<file path="src/rtl/i2c_seq_pkg.sv">
// Shared definitions for the I2C register sequencer.
// Holds the I2C core register map, command-register byte values,
// the sequencer state encoding, and the table of bus accesses that
// make up a register write or a register read.
package i2c_seq_pkg;

  // I2C core register map. TXR/RXR and CR/SR share an address;
  // the direction of the access selects which register is used.
  localparam logic [2:0] REG_PRERLO = 3'd0;
  localparam logic [2:0] REG_PRERHI = 3'd1;
  localparam logic [2:0] REG_CTR    = 3'd2;
  localparam logic [2:0] REG_TXR    = 3'd3;
  localparam logic [2:0] REG_RXR    = 3'd3;
  localparam logic [2:0] REG_CR     = 3'd4;
  localparam logic [2:0] REG_SR     = 3'd4;

  // Byte values written to the core.
  localparam logic [7:0] CTR_EN         = 8'h80;
  localparam logic [7:0] CR_STA_WR      = 8'h90;
  localparam logic [7:0] CR_WR          = 8'h10;
  localparam logic [7:0] CR_STO_WR      = 8'h50;
  localparam logic [7:0] CR_RD_NACK_STO = 8'h68;
  localparam logic [7:0] CR_STO         = 8'h40;

  // SR bit that reports the slave acknowledge (1 = NACK).
  localparam int SR_RXACK_BIT = 7;

  typedef enum logic [2:0] {
    ST_RESET_INIT,
    ST_IDLE,
    ST_STEP,
    ST_ABORT_STOP,
    ST_RESPOND
  } state_e;

  // One bus access of a transaction: where, what, which direction,
  // whether it is a status read to test for NACK, and whether it ends
  // the transaction.
  typedef struct packed {
    logic [2:0] adr;
    logic [7:0] dat;
    logic       we;
    logic       sr;
    logic       last;
  } step_t;

  // Steps 0..5 are common (address phase then register-address phase).
  // Writes end at step 8 (data byte with STOP, then its status);
  // reads continue with a repeated START, a NACK+STOP read and the RXR fetch.
  function automatic step_t seq_step(input logic       rnw,
                                     input logic [3:0] step,
                                     input logic [6:0] dev,
                                     input logic [7:0] rg,
                                     input logic [7:0] wd);
    step_t s;
    s = '{adr: REG_TXR, dat: 8'h00, we: 1'b1, sr: 1'b0, last: 1'b0};
    case (step)
      4'd0: s.dat = {dev, 1'b0};
      4'd1: begin s.adr = REG_CR; s.dat = CR_STA_WR; end
      4'd2, 4'd5, 4'd8: begin
        s.adr  = REG_SR;
        s.we   = 1'b0;
        s.sr   = 1'b1;
        s.last = !rnw && (step == 4'd8);
      end
      4'd3: s.dat = rg;
      4'd4: begin s.adr = REG_CR; s.dat = CR_WR; end
      4'd6: s.dat = rnw ? {dev, 1'b1} : wd;
      4'd7: begin s.adr = REG_CR; s.dat = rnw ? CR_STA_WR : CR_STO_WR; end
      4'd9: begin s.adr = REG_CR; s.dat = CR_RD_NACK_STO; end
      default: begin s.adr = REG_RXR; s.we = 1'b0; s.last = 1'b1; end
    endcase
    return s;
  endfunction

endpackage

</file>
<file path="src/rtl/i2c_wb_access.sv">
// Single-access Wishbone master engine.
// Ports: start_i/adr_i/dat_i/we_i request one access (ignored while busy);
// busy_o is high while the access is on the bus; done_o pulses in the
// cycle ack is seen, with rdata_o carrying the returned byte in that cycle.
// m_wb_* is the Wishbone master bus (cyc and stb always move together).
module i2c_wb_access (
  input  logic       clk,
  input  logic       rst_n,
  input  logic       start_i,
  input  logic [2:0] adr_i,
  input  logic [7:0] dat_i,
  input  logic       we_i,
  output logic       busy_o,
  output logic       done_o,
  output logic [7:0] rdata_o,
  output logic [2:0] m_wb_adr_o,
  output logic [7:0] m_wb_dat_o,
  output logic       m_wb_we_o,
  output logic       m_wb_stb_o,
  output logic       m_wb_cyc_o,
  input  logic [7:0] m_wb_dat_i,
  input  logic       m_wb_ack_i
);

  logic       cyc_q, cyc_d;
  logic       we_q, we_d;
  logic [2:0] adr_q, adr_d;
  logic [7:0] dat_q, dat_d;

  always_ff @(posedge clk or negedge rst_n) begin
    if (!rst_n) begin
      cyc_q <= 1'b0;
      we_q  <= 1'b0;
      adr_q <= 3'd0;
      dat_q <= 8'h00;
    end else begin
      cyc_q <= cyc_d;
      we_q  <= we_d;
      adr_q <= adr_d;
      dat_q <= dat_d;
    end
  end

  // Address/data/we are captured together with cyc, so they are stable
  // for the whole access. cyc drops on the edge that samples ack, which
  // forces at least one idle cycle before the next start can take effect.
  always_comb begin
    cyc_d = cyc_q;
    we_d  = we_q;
    adr_d = adr_q;
    dat_d = dat_q;
    if (cyc_q) begin
      if (m_wb_ack_i) cyc_d = 1'b0;
    end else if (start_i) begin
      cyc_d = 1'b1;
      we_d  = we_i;
      adr_d = adr_i;
      dat_d = dat_i;
    end
  end

  assign busy_o     = cyc_q;
  assign done_o     = cyc_q && m_wb_ack_i;
  assign rdata_o    = m_wb_dat_i;
  assign m_wb_cyc_o = cyc_q;
  assign m_wb_stb_o = cyc_q;
  assign m_wb_we_o  = we_q;
  assign m_wb_adr_o = adr_q;
  assign m_wb_dat_o = dat_q;

endmodule

</file>
<file path="src/rtl/i2c_reg_sequencer.sv">
// I2C register read/write sequencer driving an I2C master core through a
// blocking Wishbone wrapper.
// Ports: wb_clk_i/wb_rst_ni clock and async active-low reset;
// req_* request handshake (rnw, 7-bit device, register, write data);
// rsp_* one-cycle completion pulse with read data and NACK flag;
// init_done_o high once the core has been configured;
// m_wb_* Wishbone master to the I2C wrapper.
module i2c_reg_sequencer
  import i2c_seq_pkg::*;
#(
  parameter logic [15:0] PRESCALE = 16'd199
) (
  input  logic       wb_clk_i,
  input  logic       wb_rst_ni,
  input  logic       req_valid_i,
  output logic       req_ready_o,
  input  logic       req_rnw_i,
  input  logic [6:0] req_dev_i,
  input  logic [7:0] req_reg_i,
  input  logic [7:0] req_wdata_i,
  output logic       rsp_valid_o,
  output logic [7:0] rsp_rdata_o,
  output logic       rsp_nack_o,
  output logic       init_done_o,
  output logic [2:0] m_wb_adr_o,
  output logic [7:0] m_wb_dat_o,
  output logic       m_wb_we_o,
  output logic       m_wb_stb_o,
  output logic       m_wb_cyc_o,
  input  logic [7:0] m_wb_dat_i,
  input  logic       m_wb_ack_i
);

  state_e     state_q, state_d;
  logic [3:0] step_q, step_d;
  logic [7:0] rsp_rdata_q, rsp_rdata_d;
  logic       rsp_nack_q, rsp_nack_d;

  logic       rnw_q;
  logic [6:0] dev_q;
  logic [7:0] reg_q, wdata_q;

  logic       accept;
  step_t      cur;
  logic       nack_seen;
  logic       acc_start, acc_we, acc_busy, acc_done;
  logic [2:0] acc_adr;
  logic [7:0] acc_dat, acc_rdata;

  assign cur       = seq_step(rnw_q, step_q, dev_q, reg_q, wdata_q);
  assign nack_seen = cur.sr && acc_rdata[SR_RXACK_BIT];

  always_ff @(posedge wb_clk_i or negedge wb_rst_ni) begin
    if (!wb_rst_ni) begin
      state_q     <= ST_RESET_INIT;
      step_q      <= 4'd0;
      rsp_rdata_q <= 8'h00;
      rsp_nack_q  <= 1'b0;
    end else begin
      state_q     <= state_d;
      step_q      <= step_d;
      rsp_rdata_q <= rsp_rdata_d;
      rsp_nack_q  <= rsp_nack_d;
    end
  end

  // Request fields are only meaningful after an accept, so they carry no reset.
  always_ff @(posedge wb_clk_i) begin
    if (accept) begin
      rnw_q   <= req_rnw_i;
      dev_q   <= req_dev_i;
      reg_q   <= req_reg_i;
      wdata_q <= req_wdata_i;
    end
  end

  always_comb begin
    state_d     = state_q;
    step_d      = step_q;
    rsp_rdata_d = rsp_rdata_q;
    rsp_nack_d  = rsp_nack_q;
    case (state_q)
      ST_RESET_INIT: begin
        if (acc_done) begin
          if (step_q == 4'd2) begin
            state_d = ST_IDLE;
            step_d  = 4'd0;
          end else begin
            step_d = step_q + 4'd1;
          end
        end
      end
      ST_IDLE: begin
        if (accept) begin
          state_d = ST_STEP;
          step_d  = 4'd0;
        end
      end
      ST_STEP: begin
        if (acc_done) begin
          if (nack_seen) begin
            // A NACK on the final write status already had STOP issued
            // with the data byte, so no separate STOP is needed.
            if (cur.last) begin
              state_d     = ST_RESPOND;
              rsp_rdata_d = 8'h00;
              rsp_nack_d  = 1'b1;
            end else begin
              state_d = ST_ABORT_STOP;
            end
          end else if (cur.last) begin
            state_d     = ST_RESPOND;
            rsp_rdata_d = rnw_q ? acc_rdata : 8'h00;
            rsp_nack_d  = 1'b0;
          end else begin
            step_d = step_q + 4'd1;
          end
        end
      end
      ST_ABORT_STOP: begin
        if (acc_done) begin
          state_d     = ST_RESPOND;
          rsp_rdata_d = 8'h00;
          rsp_nack_d  = 1'b1;
        end
      end
      default: begin
        state_d = ST_IDLE;
        step_d  = 4'd0;
      end
    endcase
  end

  // Outputs and the access request for the current state. A new access is
  // requested only once the engine is idle, i.e. after the previous ack.
  always_comb begin
    req_ready_o = (state_q == ST_IDLE);
    accept      = (state_q == ST_IDLE) && req_valid_i;
    rsp_valid_o = (state_q == ST_RESPOND);
    init_done_o = (state_q != ST_RESET_INIT);
    acc_start   = 1'b0;
    acc_adr     = REG_PRERLO;
    acc_dat     = 8'h00;
    acc_we      = 1'b0;
    case (state_q)
      ST_RESET_INIT: begin
        acc_start = !acc_busy;
        acc_we    = 1'b1;
        case (step_q)
          4'd0:    begin acc_adr = REG_PRERLO; acc_dat = PRESCALE[7:0];  end
          4'd1:    begin acc_adr = REG_PRERHI; acc_dat = PRESCALE[15:8]; end
          default: begin acc_adr = REG_CTR;    acc_dat = CTR_EN;         end
        endcase
      end
      ST_STEP: begin
        acc_start = !acc_busy;
        acc_adr   = cur.adr;
        acc_dat   = cur.dat;
        acc_we    = cur.we;
      end
      ST_ABORT_STOP: begin
        acc_start = !acc_busy;
        acc_adr   = REG_CR;
        acc_dat   = CR_STO;
        acc_we    = 1'b1;
      end
      default: ;
    endcase
  end

  assign rsp_rdata_o = rsp_rdata_q;
  assign rsp_nack_o  = rsp_nack_q;

  i2c_wb_access u_wb_access (
    .clk        (wb_clk_i),
    .rst_n      (wb_rst_ni),
    .start_i    (acc_start),
    .adr_i      (acc_adr),
    .dat_i      (acc_dat),
    .we_i       (acc_we),
    .busy_o     (acc_busy),
    .done_o     (acc_done),
    .rdata_o    (acc_rdata),
    .m_wb_adr_o (m_wb_adr_o),
    .m_wb_dat_o (m_wb_dat_o),
    .m_wb_we_o  (m_wb_we_o),
    .m_wb_stb_o (m_wb_stb_o),
    .m_wb_cyc_o (m_wb_cyc_o),
    .m_wb_dat_i (m_wb_dat_i),
    .m_wb_ack_i (m_wb_ack_i)
  );

endmodule

</file>
<file path="config.mk">
export PLATFORM = sky130hd
export DESIGN_NAME = i2c_reg_sequencer
export DESIGN_NICKNAME = d
export VERILOG_FILES = /design/src/rtl/i2c_seq_pkg.sv /design/src/rtl/i2c_wb_access.sv /design/src/rtl/i2c_reg_sequencer.sv
export SDC_FILE = /design/constraint.sdc
export NUM_CORES = 1
export LEC_CHECK = 0
export CAP_MARGIN = 10
export CORE_MARGIN = 5
export CORE_UTILIZATION = 65
export DETAILED_ROUTE_END_ITERATION = 10
export DONT_BUFFER_PORTS = 1
export PLACE_DENSITY = 0.84
export SLEW_MARGIN = 10
export SYNTH_ARGS = -nofsm -noshare
export SYNTH_HDL_FRONTEND = slang
export SYNTH_SLANG_ARGS = --single-unit
</file>
<file path="constraint.sdc">
create_clock -name wb_clk_i -period 3.6 [get_ports wb_clk_i]
set_clock_uncertainty 0.1 [all_clocks]
set_input_delay 0.36 -clock wb_clk_i [delete_from_list [all_inputs] [get_ports wb_clk_i]]
set_output_delay 0.36 -clock wb_clk_i [all_outputs]
set_load 0.005 [all_outputs]
</file>
======== Yosys cells after proc, flatten, opt, wreduce, memory -nomap -nowiden ========
Index checks and enable logic that the tools add are counted.
cells by class
  add/subtract/negate cells ............... 1
  multipliers ............................. 0
  divide/modulo/power cells ............... 0
  $lt $le $gt $ge ......................... 0
  equality and inequality tests ........... 22
  shifts and indexed selects .............. 0
  muxes and demuxes ....................... 45
  bitwise gates (word level) .............. 2
  reductions and logical operators ........ 19
operator list
  kind                 number
  $mux 8               8
  $pmux 8 s7           1
  $pmux 8 s2           2
  $mux 3               9
  $mux 4               6
  $pmux 8 s3           1
  $eq 4x3->1 const B   4
  $pmux 4 s4           1
  $ne 2x2->1 const B   7
  $reduce_or 7->1      2
  $pmux 3 s4           1
  $reduce_and 6->1     2
  $mux 1               11
  $pmux 3 s3           1
  $eq 4x2->1 const B   2
  $eq 4x4->1 const B   2
  $eq 3x2->1 const B   2
  $pmux 1 s2           3
  $reduce_or 3->1      2
  $add 4x1->4 const B  1
  $eq 4x1->1 const B   1
  $logic_and 1x1->1    4
  $logic_not 4->1      1
  $pmux 2 s2           1
  other kinds (12)     14
storage, ports and cells
  register bits ........................... 53
  bits in latches ......................... 0
  memory bits (writable) .................. 0
  ROM bits ................................ 0
  input port bits ......................... 36
  output and inout port bits .............. 26
  logic and storage cells ................. 101
  memories kept ........................... 0

======== Logic depth before layout (Yosys ltp) ========
Gate-level depths: netlist of run 1.
  word-level depth ........................ 7
  mapped depth ............................ 9
  depth with buffers taken out ............ 7

======== Hierarchy ========
From an unflattened synthesis of run 1, not the netlist that was laid out.
unflattened totals
  cell total of the unflattened synthesis .. 253
  area total of the unflattened synthesis .. 2810.2 µm²
modules (own cells, without submodules)
  module             instances  cells an instance  area an instance (µm²)  sequential area each (µm²)
  i2c_reg_sequencer  1          213                2188.3                  1121.1
  i2c_wb_access      1          40                 621.8                   325.3

======== Worst setup path after synthesis of run 1 ========
No wires, ideal clock.
  kind .................................... reg-to-reg
  from .................................... register state_q[0]
  to ...................................... register dev_q[0], enable pin
  setup time .............................. 383 ps
  arrival ................................. 1599 ps
  required time ........................... 3117 ps
  slack ................................... 1518 ps
  cell stages (with the launch flop) ...... 5
  buffers on the path ..................... 1
  clock period less this slack ............ 2082 ps
  cell sequence ........................... dfrtp_1 -> buf_1 -> nand2_1 -> nor2_1 -> and2_1
between the ends
  longest elaborated chain between the ends .. 2
ends and longest elaborated chain
  what                      RTL line                  source
  start: declaration        i2c_reg_sequencer.sv:34   state_e state_q, state_d;
  start signal: assignment  i2c_reg_sequencer.sv:60   state_q <= state_d;
  $eq 3x1->1                n/a
  net req_ready_o           i2c_reg_sequencer.sv:16   output logic req_ready_o,
  $logic_and 1x1->1         i2c_reg_sequencer.sv:138  accept = (state_q == ST_IDLE) && req_valid_i;
  net accept                i2c_reg_sequencer.sv:43   logic accept;
  end signal: assignment    i2c_reg_sequencer.sv:71   dev_q <= req_dev_i;
  end: declaration          i2c_reg_sequencer.sv:40   logic [6:0] dev_q;
The timed path passes the listed nets, and every way through them passes these cells.
A chain may end at the register's enable or synchronous reset.

======== Worst setup path after layout of run 1 ========
  from .................................... register state_q[1]
  to ...................................... register reg_q[7], enable pin
between the ends
  longest elaborated chain between the ends .. 2
ends and longest elaborated chain
  what                    RTL line                  source
  $eq 3x1->1              n/a
  net req_ready_o         i2c_reg_sequencer.sv:16
  $logic_and 1x1->1       i2c_reg_sequencer.sv:138
  net accept              i2c_reg_sequencer.sv:43
  end signal: assignment  i2c_reg_sequencer.sv:72   reg_q <= req_reg_i;
  end: declaration        i2c_reg_sequencer.sv:41   logic [7:0] reg_q, wdata_q;
The timed path passes the listed nets, and every way through them passes these cells.

==> results of run 1 <==
-- worst reg2reg max path: stages (launching register included) --
cell	delay (ns)
dfrtp_1	0.55
inv_1	0.29
nand2_1	0.12
nor2_1	0.22
and2_1	0.82
-- cell type report --
| cell class | count | share of cell area |
|---|---|---|
| well taps | 50 | 0.02217 |
| inverters | 16 | 0.02129 |
| repair buffers | 3 | 0.01330 |
| clock inverters | 2 | 0.01330 |
| multi-input cells | 165 | 0.3880 |
| flip-flops and latches | 53 | 0.5126 |
| clock buffers | 6 | 0.02927 |
-- worst paths after layout --
kind	startpoint	end	slack, ns	depth (start not counted)
max	state_q[1]	reg_q[7]	1.12	4
min	m_wb_ack_i	u_wb_access.busy_o	0.04	1
max reg2reg	state_q[1]	reg_q[7]	1.12	4
min reg2reg	rsp_rdata_o[4]	rsp_rdata_o[4]	0.41	2
max in group asynchronous	wb_rst_ni	u_wb_access.m_wb_dat_o[4]	2.85	2
min in group asynchronous	wb_rst_ni	rsp_rdata_o[1]	0.39	2
-- layout by cell type, fill, tap and decap left out, drive strengths merged, types with 2 or more instances in the layout --
| master | count |
|---|---|
| o211ai | 3 |
| nand3 | 7 |
| dfrtp | 29 |
| a211oi | 3 |
| mux2 | 4 |
| mux2i | 2 |
| nor2b | 4 |
| inv | 16 |
| o31ai | 13 |
| buf | 2 |
| a22oi | 3 |
| nand2 | 34 |
| a211o | 2 |
| a21oi | 13 |
| a221oi | 5 |
| a31oi | 2 |
| ha | 4 |
| nand2b | 2 |
| o21ai | 10 |
| o22ai | 2 |
| o2111ai | 2 |
| and3 | 3 |
| edfxtp | 24 |
| o21a | 2 |
| nor4 | 2 |
| nor3 | 7 |
| nor2 | 15 |
| clkbuf | 6 |
| o22a | 2 |
-- report_power, final --
group	leakage, uW	internal, uW	switching (uW)
Sequential	0.000587	796	199
Clock	0.0000574	226	189
Combinational	0.000457	374	578
Total	0.00110	1400	966
-- through the flow --
stage / hold WS (ns) / instances / cell area (um2) / setup WS, ns / util
after floorplan: -0.03559 / 249 / 2694 / 1.518 / -
after global placement: -0.03483 / 285 / 2671 / 1.227 / 0.6678
after detailed placement: -0.03476 / 285 / 2671 / 1.162 / 0.6678
after CTS: 0.03721 / 295 / 2821 / 1.105 / 0.7053
after global routing: 0.02528 / 295 / 2821 / 0.8971 / 0.7053
final: 0.03644 / 295 / 2821 / 1.122 / 0.7053
-- kinds of logic after synthesis --
group / share of synthesized area
AND/OR/NAND/NOR: 0.1496
AO/OA/AOI/OAI: 0.2141
flip-flops: 0.5369
buffers and inverters: 0.05666
multiplexers: 0.02415
adder cells (fa/ha/maj): 0.01858
-- sequential cells by signal (all words and copies together) (netlist names) --
register,cells
u_wb_access.busy_o,1
rnw_q,1
dev_q,7
step_q,4
reg_q,8
rsp_nack_o,1
state_q,3
rsp_rdata_o,8
u_wb_access.m_wb_we_o,1
u_wb_access.m_wb_dat_o,8
u_wb_access.m_wb_adr_o,3
wdata_q,8
-- layer usage --
layer | up-vias | part of all wire | global-route usage
met5 | - | 0 | 0
met4 | 0 | 0.020 | 0.09684
met3 | 8 | 0.074 | 0.06622
met2 | 74 | 0.48 | 0.3278
met1 | 915 | 0.43 | 0.2831
li1 | 916 | - | -
-- timing repair --
item,CTS,global route
setup buffers,0,0
hold buffers,2,0
hold endpoints to repair,29,0
==> metrics.md, run 1 <==
| Metric | Value |
|---|---|
| Clk slew on worst S/H paths | 0.10 ns |
| CP endpoint kind | flip-flop |
| Status | complete, no violations |
| Area of the mapped netlist | 2694 um2 |
| Synth warn | 0 |
| I/O pin count | 62 |
| Die Height | 74.38 um |
| Final hold vios | 0 |
| Area of the core | 4000 um2 |
| CP Max Fanout | 24 |
| WP buf/inv | 1 |
| IO buf count | 0 |
| Fraction of registers with async set/reset | 0.5472 |
| Max_cap viols | 0 |
| Peak Freq | 403.6 MHz |
| Worst-path cell chain | inv_1 -> nand2_1 -> nor2_1 -> and2_1 |
| RePlAce Congestion | 0.8481 |
| Mapped Avg Cell Area | 10.82 um2 |
| Row cnt | 23 |
| Detailed Route WL | 5.379 mm |
| Largest net degree at the start of global routing | 30 |
| Total number of vias | 1913 |
| Area occupied by registers | 1446 um2 |
| Slowest stage cell, crit path | and2_1 |
| Dpl hpwl | 3.824 mm |
| Post-synth EDFFs | 24 |
| Family with the most delay on the worst path | simple AND/OR/NAND/NOR gates |
| Syn_nets | 289 |
| Area Overhead vs Synth | 4.738% |
| Worst skew pair latency | 0.31 ns |
| Post-synth cell types | 61 |
| WP data required | 3.43 ns |
| Final worst path period share | 0.6883 |
| Register area share after synthesis | 0.5369 |
| Top cells by count, synth | 34 x nand2_1, 29 x dfrtp_1, 24 x edfxtp_1, 15 x nor2_1, 14 x inv_1 |
| Synth Instances | 249 |
| Bufs on Longest Clock Path | 2 |
| CTS Buf Count | 5 |
| Post-synth top flop | dfrtp_1 |
| First-pass GRT wire length | 8.935 mm |
| Kind of critical path | reg -> reg |
| Initial core utilization | 0.6734 |
| Sink Count | 53 |
| Post-route DRC | 0 |
| Largest stage delay, worst path | 0.82 ns |
| Fillers | 282 |
| Final ANT Viol Nets | 0 |
| Count leader, synth | nand2_1 |
| Layout cell share with drive strength beyond 1 | 0.1061 |
| Initial antenna violation count | 0 |
| CTS tree | built |
| Total Nets Final | 284 |
| Ant. Diodes | 0 |
| Unrepaired setup endpoints after global routing | no |
| Area leader, netlist | dfrtp_1 |
| Final slew viol count | 0 |
| Max VDD drop | 0.4445 mV |
| Drt first pass iters | 4 |
| Gr usage total | 0.2148 |
| Final setup vio count | 0 |
| Total gr overflow | 0 |
| Post-route setup TNS | 0 ns |
| DRT iter0 DRCs | 154 |
| Top cells by area, synth | dfrtp_1 27%, edfxtp_1 27%, nand2_1 4.7% |
| Via density | 6.485 |
| Die W | 74.38 um |
| Slew HR | 0.3435 |
| Worst setup SP type | flip-flop |
| Minimum clock period after layout | 2.478 ns |
| # resized after CTS | 0 |
| FF+latch count, synth | 53 |
| H-tree depth | 2 |
| Root Buffer | clkbuf_8 |
| Total power | 2362 uW |
| PwrDens | 837.0 nW/um2 |
| Post-synth top area share | 0.2694 |
| WP data arrival | 2.31 ns |
| Leak | 0.001101 uW |
| Slew @ Worst Pin | 0.9848 ns |
| Hold WC Path Type | in -> reg |
| Wire per inst | 18.23 um |
| Die area | 5532 um2 |
| Vias in the first global route | 1884 |
| Area of the multi-input gates | 1095 um2 |
Power figures use the tool's default switching activity.
==> run 2, diff against run 1 <==
--- a/config.mk
+++ b/config.mk
@@ -7,10 +7,10 @@
 export LEC_CHECK = 0
 export CAP_MARGIN = 10
 export CORE_MARGIN = 5
-export CORE_UTILIZATION = 65
+export CORE_UTILIZATION = 63
 export DETAILED_ROUTE_END_ITERATION = 10
 export DONT_BUFFER_PORTS = 1
-export PLACE_DENSITY = 0.84
+export PLACE_DENSITY = 0.82
 export SLEW_MARGIN = 10
 export SYNTH_ARGS = -nofsm -noshare
 export SYNTH_HDL_FRONTEND = slang
==> constraint.sdc (replaced) <==
create_clock -name wb_clk_i -period 2.6 [get_ports wb_clk_i]
set_clock_uncertainty 0.1 [all_clocks]
set_input_delay 0.26 -clock wb_clk_i [delete_from_list [all_inputs] [get_ports wb_clk_i]]
set_output_delay 0.26 -clock wb_clk_i [all_outputs]
set_load 0.005 [all_outputs]
==> run 2 against run 1 <==
  * Highest routed layer unchanged
  * Cell count grew 13%
  * Power grew 39%
  * Sequential share of layout area shrank 5.4 points
  * Largest power group is now combinational logic
  * Non-clock buffer count grew 37
  * Worst setup slack lost 0.92 ns
  * Core utilization grew 6.7 points
  * Largest cell class unchanged
  * Via count grew 10%
  * First-iteration DRC count grew 79%
  * Sequential cell count is the same
==> metrics.md, run 2 (synthesis gave the netlist of run 1 again) <==
| Metric | Value |
|---|---|
| CTS Buf Count | 5 |
| Detailed Route WL | 6.130 mm |
| CP Max Fanout | 17 |
| R2r worst-path depth | 7 |
| Metal-1 WL | 2.397 mm |
| Most frequent cells in the layout | 34 x nand2_1, 33 x dlygate4sd3_1, 29 x dfrtp_1 |
| First-pass GRT wire length | 10.01 mm |
| Slew @ Worst Pin | 0.6280 ns |
| Area Overhead vs Synth | 17.09% |
| Setup ws final | 0.2045 ns |
| Via density | 6.340 |
| Final ANT Viol Nets | 0 |
| Area of the multi-input gates | 1095 um2 |
| Sink Count | 53 |
| Hold Path Stages | 2 |
| Total Nets Final | 321 |
| # resized after CTS | 0 |
| Status | complete, no violations |
| Clk slew on worst S/H paths | 0.10 ns |
| WP data arrival | 2.51 ns |
| Hold Path Sink | rsp_rdata_o[7] |
| Min Hold Slack | 0.01256 ns |
| Metal2 WL | 2.991 mm |
| Layout cell share with drive strength beyond 1 | 0.1099 |
| Dpl hpwl | 4.069 mm |
| FF-to-FF End | rsp_rdata_o[4] |
| Post-route setup TNS | 0 ns |
| Final worst path period share | 0.9213 |
| Non-Filler Instances | 332 |
| IO buf count | 0 |
| Minimum clock period after layout | 2.395 ns |
| I/O pin count | 62 |
| Worst skew pair latency | 0.31 ns |
| Final setup vio count | 0 |
| Commonest non-fill, non-tap cell in the layout | nand2_1 |
| Leak | 0.001245 uW |
| Routed met3 length | 599 um |
| Die W | 75.39 um |
| Initial core utilization | 0.6592 |
| DRT iter0 DRCs | 275 |
| Hold path start | m_wb_dat_i[7] |
| Drt first pass iters | 5 |
| Root Buffer | clkbuf_8 |
| Wire per inst | 18.46 um |
| Area occupied by registers | 1446 um2 |
| RePlAce Congestion | 0.8789 |
| Worst setup SP type | flip-flop |
| Die Height | 75.39 um |
| CP endpoint kind | flip-flop |
| Total number of vias | 2105 |
| Die area | 5684 um2 |
| Total power | 3273 uW |
| Placed Cells | 290 |
| H-tree depth | 2 |
| Vias in the first global route | 2077 |
| Max VDD drop | 0.5878 mV |
| Hold WC Path Type | in -> reg |
| Max_cap viols | 0 |
| PwrDens | 1038 nW/um2 |
| Post-route DRC | 0 |
| R2R Path Start | step_q[1] |
| CTS tree | built |
| Peak Freq | 417.5 MHz |
| Initial antenna violation count | 0 |
| Reg2reg setup slack | 0.20 ns |
| Final slew viol count | 0 |
| Ant. Diodes | 0 |
| Slew HR | 0.5798 |
| Pre-CTS setup slack | 0.2446 ns |
| Bufs on Longest Clock Path | 2 |
| Largest net degree at the start of global routing | 30 |
| Row cnt | 23 |
| Kind of critical path | reg -> reg |
| Top routing layer in use | met4 |
| WP data required | 2.71 ns |
| Gr usage total | 0.2352 |
| Fillers | 255 |
| Unrepaired setup endpoints after global routing | no |
| Final hold vios | 0 |
| Area of the core | 4086 um2 |
| Total gr overflow | 0 |
## run 2: worst max path at each step
| stage | from | end | slack [ns] | cells past startpoint |
|---|---|---|---|---|
| floorplan | state_q[0] | dev_q[0] | 0.52 | 4 |
| finish | step_q[1] | rsp_rdata_o[4] | 0.20 | 7 |
| detailed placement | step_q[0] | rsp_rdata_o[4] | 0.24 | 7 |
| global route | step_q[1] | rsp_rdata_o[0] | 0.01 | 7 |
| CTS | step_q[0] | rsp_rdata_o[4] | 0.23 | 7 |
| global placement | step_q[0] | rsp_rdata_o[5] | 0.34 | 7 |
## run 2: power breakdown
part           switching [uW]  internal [uW]  leakage, uW  total (uW)
combinational             883            575     0.000616        1460
clock                     282            196    0.0000423         478
sequential                235           1100     0.000587        1340
total                    1400           1870      0.00124        3270
## run 2: critical path, stage by stage (launching register included)
cell and delay [ns]:
dfrtp_1 0.43, inv_1 0.12, ha_1 0.51, o21bai_2 0.14
a211o_1 0.39, o21ai_4 0.39, nand2_1 0.11, o31ai_1 0.09
## run 2: routing by layer
metal	GRT usage	vias to the layer above
met5	0	-
met2	0.3873	97
li1	-	987
met1	0.2852	1000
met4	0.09709	0
met3	0.07652	21
## run 2: timing repair
action / in CTS / in global routing
hold buffers: 34 / 0
endpoints found under the hold margin: 61 / 0
buffers inserted: 0 / 0
## run 2: cell type report
type / instances / share of cell area
sequential: 53 / 0.4585
tap: 50 / 0.01983
inverter: 16 / 0.01904
timing repair buffer: 40 / 0.1253
clock inverter: 3 / 0.008330
clock buffer: 5 / 0.02182
multi-input combinational: 165 / 0.3471
## run 2: metrics by stage
| step | area (um2) | utilization |
|---|---|---|
| global placement | 2709 | 0.6629 |
| CTS | 3154 | 0.7719 |
| detailed placement | 2709 | 0.6629 |
| floorplan | 2694 | - |
| finish | 3154 | 0.7719 |
| global route | 3154 | 0.7719 |
